===== src/rtl/param_fetch_ctrl.sv =====
`default_nettype none
// ============================================================================
// Module   : param_fetch_ctrl
// Purpose  : Layer-start sequencer for the parameter SRAM. On a 4-phase start
//            request it reads NUM_WORDS config words from the param buffer into
//            a flat config vector. It then pulses the conv engine start, waits
//            for engine completion and raises done until start is released.
// Ports    : clk, rst (async, active-high)
//            start_i / busy_o / done_o        - control handshake
//            mem_cs_o / mem_oe_o / mem_addr_o - param SRAM read port
//            mem_rdata_i                      - SRAM data, 1-cycle latency
//            cfg_o / cfg_valid_o              - latched config words
//            eng_start_o / eng_done_i         - conv engine handshake
//            err_o                            - bad config flag
// Config   : PARAM_CHECK_EN - when defined, words 0..2 must be nonzero or the
//            layer ends in ERR without starting the engine. Otherwise err_o = 0.
// Revision : 1.0 - initial release
// ============================================================================
module param_fetch_ctrl #(
    parameter int NUM_WORDS = 8,
    parameter int ADDR_W    = 3,
    parameter int DATA_W    = 32
) (
    input  logic                        clk,
    input  logic                        rst,
    input  logic                        start_i,
    output logic                        busy_o,
    output logic                        done_o,
    output logic                        mem_cs_o,
    output logic                        mem_oe_o,
    output logic [ADDR_W-1:0]           mem_addr_o,
    input  logic [DATA_W-1:0]           mem_rdata_i,
    output logic [NUM_WORDS*DATA_W-1:0] cfg_o,
    output logic                        cfg_valid_o,
    output logic                        eng_start_o,
    input  logic                        eng_done_i,
    output logic                        err_o
);

    // One extra bit so the counter never wraps when NUM_WORDS == 2**ADDR_W.
    localparam int CNT_W = ADDR_W + 1;

`ifdef PARAM_CHECK_EN
    typedef enum logic [2:0] {
        ST_IDLE  = 3'd0,
        ST_FETCH = 3'd1,
        ST_DRAIN = 3'd2,
        ST_RUN   = 3'd3,
        ST_DONE  = 3'd4,
        ST_ERR   = 3'd5
    } state_t;
`else
    typedef enum logic [2:0] {
        ST_IDLE  = 3'd0,
        ST_FETCH = 3'd1,
        ST_DRAIN = 3'd2,
        ST_RUN   = 3'd3,
        ST_DONE  = 3'd4
    } state_t;
`endif

    state_t           r_state;
    logic [CNT_W-1:0] r_cnt;
    logic [CNT_W-1:0] w_cnt_inc;

    assign w_cnt_inc = r_cnt + CNT_W'(1);

`ifdef PARAM_CHECK_EN
    logic             r_err;
    logic             w_cfg_ok;
    logic [DATA_W-1:0] w_word2;

    // With only three words, word 2 is still on the read bus at the
    // DRAIN->RUN decision rather than already latched.
    assign w_word2  = (NUM_WORDS == 3) ? mem_rdata_i : cfg_o[2*DATA_W +: DATA_W];
    assign w_cfg_ok = (cfg_o[0 +: DATA_W] != '0) &&
                      (cfg_o[DATA_W +: DATA_W] != '0) &&
                      (w_word2 != '0);
    assign err_o    = r_err;
`else
    assign err_o    = 1'b0;
`endif

    always_ff @(posedge clk or posedge rst) begin
        if (rst) begin
            r_state     <= ST_IDLE;
            r_cnt       <= '0;
            busy_o      <= 1'b0;
            done_o      <= 1'b0;
            mem_cs_o    <= 1'b0;
            mem_oe_o    <= 1'b0;
            mem_addr_o  <= '0;
            cfg_o       <= '0;
            cfg_valid_o <= 1'b0;
            eng_start_o <= 1'b0;
`ifdef PARAM_CHECK_EN
            r_err       <= 1'b0;
`endif
        end else begin
            case (r_state)
                ST_IDLE: begin
                    if (start_i) begin
                        r_state    <= ST_FETCH;
                        r_cnt      <= '0;
                        busy_o     <= 1'b1;
                        mem_cs_o   <= 1'b1;
                        mem_oe_o   <= 1'b1;
                        mem_addr_o <= '0;
                    end
                end

                ST_FETCH: begin
                    // Data for the previous address arrives while the
                    // current address is on the bus.
                    for (int k = 0; k < NUM_WORDS - 1; k++) begin
                        if (r_cnt == CNT_W'(k + 1)) begin
                            cfg_o[k*DATA_W +: DATA_W] <= mem_rdata_i;
                        end
                    end
                    r_cnt <= w_cnt_inc;
                    if (r_cnt == CNT_W'(NUM_WORDS - 1)) begin
                        r_state <= ST_DRAIN;
                    end else begin
                        mem_addr_o <= w_cnt_inc[ADDR_W-1:0];
                    end
                end

                ST_DRAIN: begin
                    cfg_o[(NUM_WORDS-1)*DATA_W +: DATA_W] <= mem_rdata_i;
                    mem_cs_o <= 1'b0;
                    mem_oe_o <= 1'b0;
`ifdef PARAM_CHECK_EN
                    if (!w_cfg_ok) begin
                        r_state <= ST_ERR;
                        r_err   <= 1'b1;
                        done_o  <= 1'b1;
                    end else begin
                        r_state     <= ST_RUN;
                        eng_start_o <= 1'b1;
                        cfg_valid_o <= 1'b1;
                    end
`else
                    r_state     <= ST_RUN;
                    eng_start_o <= 1'b1;
                    cfg_valid_o <= 1'b1;
`endif
                end

                ST_RUN: begin
                    eng_start_o <= 1'b0;
                    // A completion seen alongside the start pulse is stale.
                    if (eng_done_i && !eng_start_o) begin
                        r_state <= ST_DONE;
                        done_o  <= 1'b1;
                    end
                end

                ST_DONE: begin
                    if (!start_i) begin
                        r_state     <= ST_IDLE;
                        done_o      <= 1'b0;
                        busy_o      <= 1'b0;
                        cfg_valid_o <= 1'b0;
                    end
                end

`ifdef PARAM_CHECK_EN
                ST_ERR: begin
                    if (!start_i) begin
                        r_state <= ST_IDLE;
                        r_err   <= 1'b0;
                        done_o  <= 1'b0;
                        busy_o  <= 1'b0;
                    end
                end
`endif

                default: begin
                    r_state     <= ST_IDLE;
                    busy_o      <= 1'b0;
                    done_o      <= 1'b0;
                    mem_cs_o    <= 1'b0;
                    mem_oe_o    <= 1'b0;
                    cfg_valid_o <= 1'b0;
                    eng_start_o <= 1'b0;
                end
            endcase
        end
    end

endmodule
`default_nettype wire


===== config.mk =====
export PLATFORM = sky130hd
export DESIGN_NAME = param_fetch_ctrl
export DESIGN_NICKNAME = d
export VERILOG_FILES = /design/src/rtl/param_fetch_ctrl.sv
export SDC_FILE = /design/constraint.sdc
export NUM_CORES = 1
export LEC_CHECK = 0
export CORE_MARGIN = 4
export CORE_UTILIZATION = 51
export CTS_CLUSTER_DIAMETER = 30
export DETAILED_ROUTE_END_ITERATION = 10
export PLACE_DENSITY = 0.85
export SYNTH_ARGS = -nofsm -noshare
export SYNTH_HDL_FRONTEND = slang
export SYNTH_SLANG_ARGS = --single-unit

===== constraint.sdc =====
create_clock -name clk -period 18.9 [get_ports clk]
set_clock_uncertainty 0.2 [all_clocks]
set_input_delay 4.725 -clock clk [delete_from_list [all_inputs] [get_ports clk]]
set_output_delay 4.725 -clock clk [all_outputs]
set_load 0.02 [all_outputs]

==> run_results.csv <==
group,metric,value,unit
sta,finalHoldViolCount,0,
setup_path,path_class,"in -> async",
setup_path,slowest_delay,0.92,ns
floorplanning,coreArea,19700,sq um
job,drv_cap,0,
detailed_routing,dr.pass1.iters,5,
pwr,powerDensity,224,nW/um^2
global_routing,grt.total_usage,25.9,%
sta,max_slew_margin,14.9,%
floorplanning,dieHeight,150,um
clocking,postCtsHoldBufs,0,
setup_path,cp_slowest_cell,"buf_4",
global_routing,grt_pass1_wl,44700,um
global_routing,grt_max_degree,117,
clocking,clockBufferDepth,3,
clocking,clk_pin_slew,0.05,ns
clocking,htree_levels,2,
placed_design,hpwl,18100,um
detailed_routing,route.detailed.vias_per_inst,5.29,
layout,drive_above_1_share,28.9,%
logic_synthesis,synth_area_leader_cell,"dfrtp_1",
setup_path,critPathCaptureType,"async pin",
logic_synthesis,ys_ff_latch,271,
clocking,numClockSinks,271,
logic_synthesis,avgSynthCellArea,16.4,sq um
sta,setup_slack,12.34,ns
status,status,"complete, no violations",
logic_synthesis,yosys.area.top_type_share,65.8,%
hold_path,hold_path_depth,1,
setup_path,arrival,6.84,ns
clocking,cts_root_buffer,"clkbuf_16",
hold_path,min_path_type,"reg -> reg",
clocking,cts_resized,0,
detailed_routing,vias,6609,
floorplanning,initial_core_util,52.5,%
global_routing,grt_pass1_vias,7522,
sta,setup-violations-final,0,
setup_path,crit_chain,"clkdlybuf4s50_1, inv_8, buf_4",
logic_synthesis,synth_area_leaders,"dfrtp_1 (66%), mux2_2 (21%), mux2_1 (7.3%), buf_2 (1.0%), ha_1 (0.49%)",
logic_synthesis,yosysWarningCount,0,
logic_synthesis,syn-num-nets,669,
logic_synthesis,synth_area,10300,sq um
sta,rsz0062_at_grt,"no",
clocking,cts_tree,"built",
clocking,cts_made_buffers,46,
detailed_routing,antenna_left,0,
logic_synthesis,ys_seq_area_share,65.8,%
layout,final_common_cell,"clkdlybuf4s50_1",
pwr,peakVddDrop,0.160,mV
detailed_routing,drc,0,
detailed_routing,drtIter0Drc,161,
floorplanning,fp.dieW,150,um
placed_design,port_buffers,300,
setup_path,critPathRequiredTime,19.18,ns
sta,min_period,6.56,ns
logic_synthesis,synth_cells,629,
layout,syn_to_final_growth,46.2,%
floorplanning,io-pin-count,302,
sta,setup_tns,0,ns
layout,fill_cells,1189,
setup_path,crit_path_start_kind,"input pin",
sta,drv_slew,0,
layout,antennaDiodeCount,0,
floorplanning,rows,51,
layout,final_cell_mix,"clkdlybuf4s50_1 (300), dfrtp_1 (271), mux2_2 (190)",
setup_path,cp_max_fo,116,
sta,timing.fmax,0.152,GHz
detailed_routing,postRouteWirelength,28600,um
floorplanning,die-area,22600,sq um
sta,fin_crit_sh,34.7,%
detailed_routing,wl_per_cell,22.8,um
global_routing,grt_antenna_before_repair,0,
setup_path,worst_r2r_path_depth,3,
pwr,p_leak,6.36,nW
sta,worstMarginPinSlew,1.27,ns
clocking,post_cts_buffers,0,
layout,nets,991,
logic_synthesis,yosys.cell_types.count,35,
global_routing,overflow,0,
clocking,insertion_delay,0.51,ns
placed_design,dp_slack,11.72,ns
placed_design,place.gp.congestion,0.754,
[flip-flops by register name (all words and copies together) (netlist names)]
register / flops
done_o: 1
cfg_o: 256
r_cnt: 4
cfg_valid_o: 1
eng_start_o: 1
mem_oe_o: 1
busy_o: 1
r_state: 3
mem_addr_o: 3
[final timing paths]
kind | from | endpoint | slack [ns]
min reg2reg | cfg_o[109] | cfg_o[109] | 0.28
min in group asynchronous | rst | cfg_o[218] | 4.60
max reg2reg | r_state[0] | cfg_o[223] | 15.64
max in group clk | eng_start_o | eng_start_o | 12.39
min | cfg_o[109] | cfg_o[109] | 0.28
max | rst | cfg_o[132] | 12.34
[cells by family (layout without fill, tap and decap cells)]
| kind of cell | after synthesis | in the layout | share of synthesized area (%) |
|---|---|---|---|
| other cells | 1 | 1 | 0.0364 |
| mux | 257 | 257 | 28.1 |
| buf+inv | 40 | 396 | 2.15 |
| compound gates | 23 | 23 | 1.48 |
| fa+ha+maj | 4 | 4 | 0.486 |
| flops | 271 | 271 | 65.8 |
| simple gates | 32 | 32 | 1.91 |
| xor+xnor | 1 | 1 | 0.0850 |
[where the power goes]
group | switching [mW] | internal, mW
sequential | 0.176 | 0.879
combinational | 0.734 | 0.758
clock | 0.292 | 0.534
total | 1.20 | 2.17
[synthesized netlist by cell type, drive strengths merged]
cell	n
dfrtp	271
mux2	257
buf	30
nand2	9
o21ai	9
inv	7
nor2	6
a21oi	4
ha	4
a22o	3
clkbuf	3
nand3	3
nand4	3
a32o	2
nor2b	2
nor3b	2
o211ai	2
a41oi	1
and2b	1
and3	1
and4	1
conb	1
nand2b	1
nand4b	1
nor3	1
o2bb2ai	1
o41ai	1
or4b	1
xnor2	1
[layout make-up]
type                       count  area (sq um)  area share, %
sequential                   271          6780           45.0
multi-input combinational    318          3310           22.0
timing repair buffer         307          3060           20.3
clock buffer                  52          1210           8.06
clock inverter                30           337           2.23
tap                          265           332           2.20
inverter                       7          33.8          0.224
[through the flow]
stage / power [mW] / area [sq um] / hold WS (ns) / instances / utilization, %
6_report: 3.37 / 15100 / 0.282 / 1250 / 76.7
3_3_place_gp: 2.50 / 13500 / 0.266 / 1168 / 68.8
2_1_floorplan: 1.79 / 10300 / 0.337 / 629 / -
4_1_cts: 3.40 / 15100 / 0.286 / 1250 / 76.7
3_5_place_dp: 2.55 / 13500 / 0.275 / 1168 / 68.8
5_1_grt: 3.53 / 15100 / 0.296 / 1250 / 76.7
[per-layer routing]
layer | vias to the layer above | wire (um) | share of wire, % | global-route usage, %
met5 | - | 0 | 0 | 0
met3 | 51 | 2320 | 8.1 | 8.97
li1 | 2901 | - | - | -
met2 | 252 | 14400 | 50 | 44.1
met1 | 3405 | 11100 | 39 | 31.3
met4 | 0 | 787 | 2.8 | 7.87
[critical path: cells and delay by family]
| kind | cells | cell delay [ns] |
|---|---|---|
| buf+inv | 3 | 2.03 |
(Power assumes the default switching activity.)
